File: src/rtl/binary_to_bcd.sv
// rtl/binary_to_bcd.sv - sequential double-dabble binary to 4-digit packed BCD converter
//
// Purpose:
//   Converts an unsigned BIN_W-bit operand to four packed BCD digits, one
//   double-dabble step per clock. Operands above 9999 saturate the display
//   value to 16'h9999 and raise ovf. The result registers only change when a
//   conversion completes or on reset, so a downstream display stays stable.
//
// Timing (edge 0 is the edge that accepts start):
//   edges 1..BIN_W   one shift/adjust step each; the last one also loads the
//                    result and enters DONE
//   edge BIN_W+1     DONE -> IDLE (start ignored here)
//   edge BIN_W+2     earliest next accept, so a held start repeats every
//                    BIN_W+2 cycles
//
// Ports:
//   clk      in   system clock, rising edge
//   rst      in   synchronous active-high reset
//   start    in   conversion request, honoured only while idle
//   bin_in   in   BIN_W-bit unsigned operand, sampled at the accepting edge
//   bcd_out  out  16-bit packed BCD result, [15:12] thousands .. [3:0] units
//   busy     out  high from the accepting edge until the return to idle
//   done     out  one-cycle pulse, high while bcd_out holds a fresh result
//   ovf      out  the operand of the last completed conversion exceeded 9999

module binary_to_bcd #(
  parameter int BIN_W = 14
) (
  input  logic             clk,
  input  logic             rst,
  input  logic             start,
  input  logic [BIN_W-1:0] bin_in,
  output logic [15:0]      bcd_out,
  output logic             busy,
  output logic             done,
  output logic             ovf
);

  // Five nibbles hold any 16-bit operand (max 65535) without losing a carry.
  localparam int SCR_W  = 20;
  localparam int NIBS   = SCR_W / 4;
  localparam int CNT_W  = $clog2(BIN_W + 1);
  localparam logic [CNT_W-1:0] CNT_LOAD = CNT_W'(BIN_W);
  localparam logic [CNT_W-1:0] CNT_LAST = CNT_W'(1);

  typedef enum logic [1:0] {
    S_IDLE = 2'd0,
    S_CONV = 2'd1,
    S_DONE = 2'd2
  } state_t;

  state_t             state_q,    state_d;
  logic [BIN_W-1:0]   op_q,       op_d;
  logic [SCR_W-1:0]   scr_q,      scr_d;
  logic [CNT_W-1:0]   cnt_q,      cnt_d;
  logic               ovf_pend_q, ovf_pend_d;
  logic [15:0]        bcd_q,      bcd_d;
  logic               busy_q,     busy_d;
  logic               done_q,     done_d;
  logic               ovf_q,      ovf_d;

  logic [SCR_W-1:0]   scr_adj;
  logic [SCR_W-1:0]   scr_step;
  logic [BIN_W-1:0]   op_step;

  // One double-dabble step: bias every nibble >= 5 by 3 so the following
  // shift carries correctly into the next decimal digit, then shift the
  // operand MSB into the scratch LSB.
  always_comb begin
    scr_adj = scr_q;
    for (int i = 0; i < NIBS; i++) begin
      if (scr_q[4*i +: 4] >= 4'd5) begin
        scr_adj[4*i +: 4] = scr_q[4*i +: 4] + 4'd3;
      end
    end
    scr_step = {scr_adj[SCR_W-2:0], op_q[BIN_W-1]};
    op_step  = {op_q[BIN_W-2:0], 1'b0};
  end

  always_comb begin
    state_d    = state_q;
    op_d       = op_q;
    scr_d      = scr_q;
    cnt_d      = cnt_q;
    ovf_pend_d = ovf_pend_q;
    bcd_d      = bcd_q;
    busy_d     = busy_q;
    done_d     = 1'b0;
    ovf_d      = ovf_q;

    unique case (state_q)
      S_IDLE: begin
        if (start) begin
          op_d       = bin_in;
          scr_d      = '0;
          cnt_d      = CNT_LOAD;
          ovf_pend_d = (32'(bin_in) > 32'd9999);
          busy_d     = 1'b1;
          state_d    = S_CONV;
        end
      end

      S_CONV: begin
        op_d  = op_step;
        scr_d = scr_step;
        cnt_d = cnt_q - CNT_LAST;
        // The final step publishes its own result directly so that done and
        // the new bcd_out appear in the same cycle.
        if (cnt_q == CNT_LAST) begin
          bcd_d   = ovf_pend_q ? 16'h9999 : scr_step[15:0];
          ovf_d   = ovf_pend_q;
          done_d  = 1'b1;
          state_d = S_DONE;
        end
      end

      S_DONE: begin
        busy_d  = 1'b0;
        state_d = S_IDLE;
      end

      default: begin
        busy_d  = 1'b0;
        state_d = S_IDLE;
      end
    endcase
  end

  always_ff @(posedge clk) begin
    if (rst) begin
      state_q    <= S_IDLE;
      op_q       <= '0;
      scr_q      <= '0;
      cnt_q      <= '0;
      ovf_pend_q <= 1'b0;
      bcd_q      <= 16'h0000;
      busy_q     <= 1'b0;
      done_q     <= 1'b0;
      ovf_q      <= 1'b0;
    end else begin
      state_q    <= state_d;
      op_q       <= op_d;
      scr_q      <= scr_d;
      cnt_q      <= cnt_d;
      ovf_pend_q <= ovf_pend_d;
      bcd_q      <= bcd_d;
      busy_q     <= busy_d;
      done_q     <= done_d;
      ovf_q      <= ovf_d;
    end
  end

  assign bcd_out = bcd_q;
  assign busy    = busy_q;
  assign done    = done_q;
  assign ovf     = ovf_q;

endmodule

File: config.mk
export PLATFORM = sky130hd
export DESIGN_NAME = binary_to_bcd
export DESIGN_NICKNAME = d
export VERILOG_FILES = /design/src/rtl/binary_to_bcd.sv
export SDC_FILE = /design/constraint.sdc
export NUM_CORES = 1
export LEC_CHECK = 0
export BUFFER_PORTS_ARGS = -buffer_cell sky130_fd_sc_hd__buf_4
export CAP_MARGIN = 5
export CORE_MARGIN = 5
export CORE_UTILIZATION = 55
export CTS_CLUSTER_DIAMETER = 100
export DETAILED_ROUTE_END_ITERATION = 16
export GPL_TIMING_DRIVEN = 0
export PLACE_DENSITY_LB_ADDON = 0.1
export SLEW_MARGIN = 20
export SYNTH_ARGS = -nofsm -noshare
export SYNTH_HDL_FRONTEND = slang
export SYNTH_SLANG_ARGS = --single-unit
File: constraint.sdc
create_clock -name clk -period 3.04 [get_ports clk]
set_input_delay 0.152 -clock clk [delete_from_list [all_inputs] [get_ports clk]]
set_output_delay 0.152 -clock clk [all_outputs]
set_load 0.01 [all_outputs]
# Word-level counts from Yosys, hierarchy flattened

Cells that the tools add are included.

$add $sub $neg: 6
Multiply operators: 0
Div/mod/pow operators: 0
Magnitude comparators: 6
Eq/ne operators: 4
Shift operators: 0
Mux-type cells: 18
Bitwise gates (word level): 1
Reduce and logical (&&, ||, !) cells: 8

Operators with widths:

| kind                 | number |
|---|---|
| $pmux 20 s2          | 1 |
| $pmux 14 s2          | 1 |
| $ge 4x3->1 const B   | 5 |
| $mux 20              | 1 |
| $mux 4               | 5 |
| $add 4x2->4 const B  | 4 |
| $mux 16              | 1 |
| $gt 14x14->1 const B | 1 |
| $mux 14              | 1 |
| $reduce_and 2->1     | 5 |
| $pmux 4 s2           | 1 |
| $eq 4x1->1 const B   | 1 |
| $mux 2               | 2 |
| $ne 2x2->1 const B   | 2 |
| $pmux 2 s2           | 1 |
| $sub 4x1->4 const B  | 1 |
| $add 3x2->3 const B  | 1 |
| $mux 3               | 1 |
| $eq 2x1->1 const B   | 1 |
| $logic_not 2->1      | 1 |
| $mux 1               | 2 |
| $pmux 1 s2           | 1 |
| $reduce_bool 2->1    | 1 |
| $reduce_or 2->1      | 1 |
| $not 1->1            | 1 |

Register bits: 60
Bits in latches: 0
RAM bits: 0
Memory bits (read-only): 0
Input port bits: 17
Output and inout port bits: 19
Logic and storage cells: 52
Memories: 0

# Logic depth before layout (Yosys ltp)

Gate-level depths: netlist (run 1).

Depth after elaboration: 3
Mapped depth: 8
Gate-level depth less buffers: 6

# Worst setup path after synthesis (run 1)

OpenSTA, ideal clock, no wires.

Path type: reg-to-reg
Start point: register cnt_q[0]
End point: register bcd_q[9], in the netlist bcd_out[9]
Setup time: 116 ps
Arrival: 1352 ps
Setup slack: 1571 ps
Stages on the path, launching flop included: 8
Clock period less this slack: 1469 ps
Path through: dfxtp_1 ha_1 nor3b_2 and2_4 buf_6 buf_8 nor3b_1 a31o_2

Longest elaborated chain between the ends: 2

RTL lines:

| item                              | line | RTL |
|---|---|---|
| start: declaration                | 55   | `logic [CNT_W-1:0] cnt_q, cnt_d;` |
| start signal: assignment          | 144  | `cnt_q <= cnt_d;` |
| $eq 4x1->1                        | 109  | `if (cnt_q == CNT_LAST) begin` |
| $reduce_and 2->1 (no source line) | --   |  |
| end signal: assignment            | 136  | `bcd_q <= 16'h0000;` |
| end signal: assignment            | 146  | `bcd_q <= bcd_d;` |
| end: declaration                  | 57   | `logic [15:0] bcd_q, bcd_d;` |

No other way between the ends.
A chain may end at the register's enable or synchronous reset.

# Worst setup path in the final report (run 1)

Start point: register cnt_q[0]
End point: register bcd_q[15], in the netlist bcd_out[15]

The elaborated chain is that of the path after synthesis.

==> summary.md, run 1 <==
| Metric | Value |
|---|---|
| Status | finished, final reports clean |
| Core area | 0.00441 sq mm |
| Gate power share | roughly an eighth |
| DPL Wire Length | 4.40 mm |
| Share of async-settable or async-resettable flops after synthesis | 0% |
| Startpoint Class | register |
| P_leak | between 1 and 1.5 nW |
| Seq pwr share | 57.3% |
| Final worst-path cycle share | between 50% and 60% |
| Via count | 2158 |
| Root Driver | clkbuf_8 |
| Die height | 77.9 microns |
| Setup crit end kind | register |
| Register area share after synthesis | 44.2% |
| Sink Count | 56 |
| RR Startpoint | cnt_q[0]$_SDFFE_PP0P_ |
| Skew-Pair Late Insertion Delay | about 0.3 ns |
| # setup viols final | 0 |
| Vias in the first global route | 2076 |
| Share of layout cells above drive strength 1 | 21.4% |
| Clock tree buffer depth | 2 |
| Pint | 0.00102 W |
| Register bit total from synthesis | 56 |
| Final Max Slew Viols | 0 |
| Synth warnings | 0 |
| Sw Share | 25.9% |
| Min-delay src | bin_in[0] |
| Crit path time final | 1.73 ns |
| Critical Path End | bcd_out[15]$_SDFFE_PP0P_ |
| Post-synth top area share | 44.2% |
| R2R Path End | bcd_out[15]$_SDFFE_PP0P_ |
| CTS tree | built |
| Final worst setup slack | approximately 1.3 ns |
| Worst hold path class | in -> reg |
| DRT Wirelength | between 6 and 7 mm |
| Post-synth EDFFs | 0 |
| Clock power share | 30.4% |
| Power Dens Cells | 463 mW/mm^2 |
| WL/cell | approximately 16 microns |
| Resize count post-CTS | 0 |
| Setup crit start | cnt_q[0]$_SDFFE_PP0P_ |
| Mapped Area | 0.00254 sq mm |
| Final net count | 353 |
| Routed vias/inst | approximately 5.7 |
| Sequential cell area | 0.00112 sq mm |
| ANT nets after route | 0 |
| Mean Syn Cell Area | 8.94 sq um |
| Overall routing resource usage | a little over a fifth |
| Starting Density | 57.5% |
| # port buffers | 35 |
| Worst setup path category | reg -> reg |
| Dpl cell area | about 0.0029 sq mm |
| Synth Instances | 284 |
| Worst vdd ir | 0.353 mV |
| Flop2flop setup slack | 1.31 ns |
| Design Area, Final | 0.00296 sq mm |
| Post-CTS Setup Bufs | 0 |
| Synth area leaders | dfxtp_1 (44%), a311oi_1 (5.9%), nand2_1 (5.3%) |
| Worst-Margin Slew | 0.513 ns |
| I/O pin count | 36 |
| DRT Pass-1 Iters | 4 |
| CP arrival | ~1.9 ns |
| Row cnt | 24 |
| Maximum number of pins on one net before global-route repair | 17 |
| RSZ-0062 raised after global routing | false |
| P_sw | 0.000355 W |
| Htree depth | 2 |
| Distinct cells, synth | 40 |
| Initial antenna violation count | 0 |
| Final core occ | about two thirds |
| First-pass GRT wire length | 10.3 mm |
| Post-Place Worst Slack | 1.31 ns |
| Gpl congestion | 0.838 |
| CTS Buf Count | 5 |
| Rel. slew slack | about two thirds |
| Final Hold Viols | 0 |
| Fill cells | 393 |
| Initial DRC Count | 136 |
| Req. time, crit path | 3.25 ns |
| Total die area | 0.00607 sq mm |
| Synth-to-layout area growth | 16.6% |
| Multi-input gate area | 0.00127 sq mm |
| CTS clock-pin slew for the worst setup and hold paths | around 0.090 ns |
| Setup_tns | 0 ns |
| Yosys top cell by area | dfxtp_1 |
| R2R cell count | 7 |
| Max-Cap Viols | 0 |
| Prevailing post-synth register cell | dfxtp_1 |
| Drt drc | 0 |
| Design Power | roughly 0.0014 W |
| Fmax | 580 MHz |
| Grt ovf | 0 |
| Critical path fanouts, max | 10 |
| Ant diodes | 0 |
| Synthesized Nets | 311 |
| Clock skew | 0.00529 ns |
| Die Width | 77.9 microns |
| # hold bufs at CTS | 0 |
## cells in the final DEF, fill, tap and decap left out, types with 7 or more instances in the layout
master / count
buf_4: 35
a21oi_1: 19
dfxtp_1: 56
a311oi_1: 17
nand2_1: 36
nor2_1: 34
nor3b_1: 11
o2bb2ai_1: 7
o21ai_0: 9
ha_1: 10
inv_1: 12
## power groups by stage
stage	Combinational, W	Sequential [W]	Clock [W]
floorplan	0.000106	0.000800	0
global placement	0.000163	0.000801	0
detailed placement	0.000167	0.000802	0
CTS	0.000168	0.000785	0.000429
global route	0.000188	0.000790	0.000458
finish	0.000168	0.000785	0.000416
## final cells by class
cell class,instances,share of cell area (%)
Inverter,12,1.52
Clock buffer,6,2.79
Multi-Input combinational cell,199,42.8
Buffer,17,3.55
Tap cell,52,2.20
Clock inverter,2,0.338
Sequential cell,56,37.9
Timing Repair Buffer,35,8.88
## through the flow
stage	cells	hold WS [ns]
floorplan	284	0.300
global placement	371	0.389
detailed placement	371	0.396
CTS	379	0.0696
global route	379	0.107
finish	379	0.0790
## critical path, stage by stage (launching register included)
cell      delay (ns)
dfxtp_1         0.43
ha_1            0.17
nor3b_2         0.29
and2_4          0.20
buf_6           0.11
buf_8           0.14
nor2_2          0.04
a311oi_1        0.25
## sequential cells by signal, indices dropped and copies added, names as in the netlist
signal,flops
scr_q,16
cnt_q,4
ovf,1
op_q,14
ovf_pend_q,1
bcd_out,16
done,1
busy,1
state_q,2
## how the worst min path moves through the flow
| stage | end | cells past startpoint |
|---|---|---|
| after CTS | op_q[0]$_SDFFE_PP0P_ | 3 |
| final | op_q[0]$_SDFFE_PP0P_ | 3 |
| after detailed placement | op_q[0]$_SDFFE_PP0P_ | 3 |
| after global placement | op_q[0]$_SDFFE_PP0P_ | 3 |
| after global routing | op_q[0]$_SDFFE_PP0P_ | 3 |
| after floorplan | op_q[0]$_SDFFE_PP0P_ | 2 |
## synth_stat cells, types with 2 or more instances
library cell / count
nor2_2: 5
nor3b_1: 11
o2bb2ai_1: 7
o21ai_0: 9
inv_1: 12
buf_6: 3
a311oi_1: 17
nor2_1: 34
a31o_2: 4
buf_2: 6
mux2i_1: 2
o22a_1: 4
nand2_1: 36
nand2b_1: 6
a22o_1: 4
dfxtp_1: 56
xnor2_1: 4
ha_1: 10
mux2_2: 2
a21oi_1: 19
a211oi_1: 5
nand3b_1: 4
clkbuf_1: 6
nand3_1: 2
## cells by family after synthesis
| family | count (synthesis) | share of synthesized area [%] |
|---|---|---|
| buffers and inverters | 29 | 5.91 |
| adder cells (fa/ha/maj) | 10 | 4.93 |
| multiplexers | 4 | 1.68 |
| AO/OA/AOI/OAI | 72 | 20.5 |
| XOR/XNOR | 5 | 1.72 |
| flip-flops | 56 | 44.2 |
| AND/OR/NAND/NOR | 108 | 21.1 |
## per-layer routing
| layer | vias to the layer above | wire length (microns) | global-route usage (%) |
|---|---|---|---|
| met5 | - | 0 | 0 |
| met4 | 0 | 55 | 4.73 |
| met3 | 5 | 267 | 5.09 |
| met2 | 45 | 2820 | 33.4 |
| met1 | 1021 | 2860 | 28.5 |
| li1 | 1087 | - | - |
Power figures use the tool's default switching activity.
==> run 2, diff against run 1 <==
--- a/config.mk
+++ b/config.mk
@@ -8,7 +8,7 @@
 export BUFFER_PORTS_ARGS = -buffer_cell sky130_fd_sc_hd__buf_4
 export CAP_MARGIN = 5
 export CORE_MARGIN = 5
-export CORE_UTILIZATION = 55
+export CORE_UTILIZATION = 51
 export CTS_CLUSTER_DIAMETER = 100
 export DETAILED_ROUTE_END_ITERATION = 16
 export GPL_TIMING_DRIVEN = 0
==> constraint.sdc (replaced) <==
create_clock -name clk -period 1.4 [get_ports clk]
set_input_delay 0.07 -clock clk [delete_from_list [all_inputs] [get_ports clk]]
set_output_delay 0.07 -clock clk [all_outputs]
set_load 0.01 [all_outputs]
==> summary.md, run 2 (same netlist as run 1, synthesis figures left out) <==
| Metric | Value |
|---|---|
| Via count | 2316 (+7.3%) |
| Die height | 80.6 microns (+3.4%) |
| Maximum number of pins on one net before global-route repair | 19 (+2) |
| Routed vias/inst | 5.62 (-1.3%) |
| Sink Count | 56 (unchanged) |
| Hold Path Sink | op_q[3]$_SDFFE_PP0P_ |
| Grt ovf | 0 (unchanged) |
| Initial antenna violation count | 0 (unchanged) |
| Min-delay src | bin_in[3] |
| Gpl congestion | 0.840 (+0.19%) |
| Startpoint Class | register |
| Status | complete, but fails checks |
| Smallest hold slack | 0.0127 ns (-0.0663 ns) |
| Starting Density | 53.0% (-4.5 points) |
| # setup viols final | 17 (+17) |
| Skew-Pair Late Insertion Delay | 0.32 ns (+0.02 ns) |
| First-pass GRT wire length | 10.9 mm (+6.2%) |
| Req. time, crit path | 1.62 ns (-1.63 ns) |
| Setup crit end kind | register |
| Overall routing resource usage | 22.0% (+1.1 points) |
| Max-Cap Viols | 0 (unchanged) |
| R2R Path End | bcd_out[9]$_SDFFE_PP0P_ |
| Final Max Slew Viols | 0 (unchanged) |
| # port buffers | 35 (unchanged) |
| Share of layout cells above drive strength 1 | 43.8% (+22 points) |
| Critical path fanouts, max | 10 (unchanged) |
| CP arrival | 1.75 ns (-0.19 ns) |
| Post-Place Worst Slack | -0.293 ns (-1.60 ns) |
| Failing checks | setup timing |
| Synth-to-layout area growth | 38.7% |
| Worst vdd ir | 0.539 mV (+53%) |
| Hold Crit Depth | 3 (unchanged) |
| CP max-delay cell | dfxtp_2 |
| WL/cell | 17.1 microns (+8.1%) |
| ANT nets after route | 0 (unchanged) |
| P_leak | 1.35 nW (+17%) |
| Rel. slew slack | 61.9% (-3.9 points) |
| DRT Wirelength | 7.06 mm (+18%) |
| Setup_tns | -1.04 ns (-1.04 ns) |
| Design Power | 0.00308 W (+120%) |
| CTS Buf Count | 5 (unchanged) |
| Crit path cell chain | nor2b_2, buf_6, and2_4, buf_12, buf_8, nor3b_2, a31o_2 |
| Power Dens Cells | 874 mW/mm^2 (+89%) |
| Vias in the first global route | 2297 (+11%) |
| Total die area | 0.00649 sq mm (+6.8%) |
| I/O pin count | 36 (unchanged) |
| Worst hold path class | in -> reg |
| Row cnt | 25 (+4.2%) |
| Root Driver | clkbuf_8 |
| Clock skew | 0.0103 ns (+0.00499 ns) |
| Flop2flop setup slack | -0.13 ns (-1.45 ns) |
| Fmax | 653 MHz (+13%) |
| RSZ-0062 raised after global routing | true |
| Worst-Margin Slew | 0.572 ns (+0.0588 ns) |
| CTS tree | built |
| Drt drc | 0 (unchanged) |
| Crit path time final | 1.53 ns (-0.193 ns) |
| DRT Pass-1 Iters | 4 (unchanged) |
| Sequential cell area | 0.00114 sq mm (+1.8%) |
| Clock tree buffer depth | 2 (unchanged) |
| Final worst setup slack | -0.132 ns (-1.45 ns) |
| CTS clock-pin slew for the worst setup and hold paths | 0.11 ns (+0.02 ns) |
| Final core occ | 73.6% (+6.6 points) |
| RR Startpoint | state_q[0]$_SDFFE_PP0P_ |
| Core area | 0.00479 sq mm (+8.4%) |
| R2R cell count | 7 (unchanged) |
| Initial DRC Count | 202 (+49%) |
| Worst setup path category | reg -> reg |
| Most common cell after layout, fill and taps aside | buf_4 |
| Critical Path Max Stage Delay | 0.38 ns (-0.05 ns) |
| Multi-input gate area | 0.00159 sq mm (+25%) |
| Commonest cells after routing, fill and taps aside | buf_4 (48), dfxtp_1 (44), nand2_1 (33) |
| Final Hold Viols | 0 (unchanged) |
| Final net count | 371 (+5.1%) |
| DPL Wire Length | 4.25 mm (-3.4%) |
| Final worst-path cycle share | 109% (+53 points) |
| Die Width | 80.6 microns (+3.4%) |
| Ant diodes | 0 (unchanged) |
| Htree depth | 2 (unchanged) |
| Fill cells | 356 (-9.4%) |
==> run 2: timing repair <==
item	CTS	global route
hold buffers	1	0
gates resized for setup	37	64
hold endpoints to repair	1	0
buffers inserted	13	6
cloned	2	0
endpoints found under the setup margin	41	48
pin swaps	16	15
==> run 2: metal layers <==
metal	up-vias	global-route usage, %	share of wire (%)
met1	1109	29.3	44
li1	1129	-	-
met3	11	4.26	5.5
met5	-	0	0
met4	0	6.59	1.5
met2	67	35.8	49
==> run 2: layout make-up <==
cell class	count	area share (%)
clock inverter	3	0.675
buffer	15	3.27
sequential	56	32.4
timing repair buffer	55	12.7
multi-input combinational	199	45.2
tap	67	2.38
clock buffer	5	1.95
inverter	12	1.49
==> run 2: through the flow <==
stage / cell area [sq um] / std cells
finish: 3520 / 412
global route: 3520 / 412
CTS: 3240 / 409
detailed placement: 2900 / 386
global placement: 2900 / 386
floorplan: 2550 / 284
==> run 2: how the worst max path moves through the flow <==
| stage | start | end | cells after the start |
|---|---|---|---|
| floorplan | cnt_q[1]$_SDFFE_PP0P_ | bcd_out[9]$_SDFFE_PP0P_ | 8 |
| global placement | cnt_q[1]$_SDFFE_PP0P_ | bcd_out[14]$_SDFFE_PP0P_ | 8 |
| detailed placement | cnt_q[1]$_SDFFE_PP0P_ | bcd_out[14]$_SDFFE_PP0P_ | 8 |
| CTS | cnt_q[1]$_SDFFE_PP0P_ | bcd_out[9]$_SDFFE_PP0P_ | 8 |
| global route | state_q[0]$_SDFFE_PP0P_ | bcd_out[9]$_SDFFE_PP0P_ | 7 |
| finish | state_q[0]$_SDFFE_PP0P_ | bcd_out[9]$_SDFFE_PP0P_ | 7 |
==> run 2: worst max-delay path, delay by kind of cell (launching register included) <==
kind / cells / cell delay [ns]
and+or+nand+nor: 3 / 0.44
buffers and inverters: 3 / 0.39
DFF: 1 / 0.38
AOI/OAI and AO/OA: 1 / 0.22
==> run 2: power breakdown <==
group          total, W  leakage [nW]  switching, W  internal, W
registers       0.00171         0.463     0.0000513      0.00166
logic          0.000453         0.851      0.000258     0.000195
clock network  0.000916        0.0404      0.000560     0.000356
total           0.00308          1.35      0.000869      0.00221
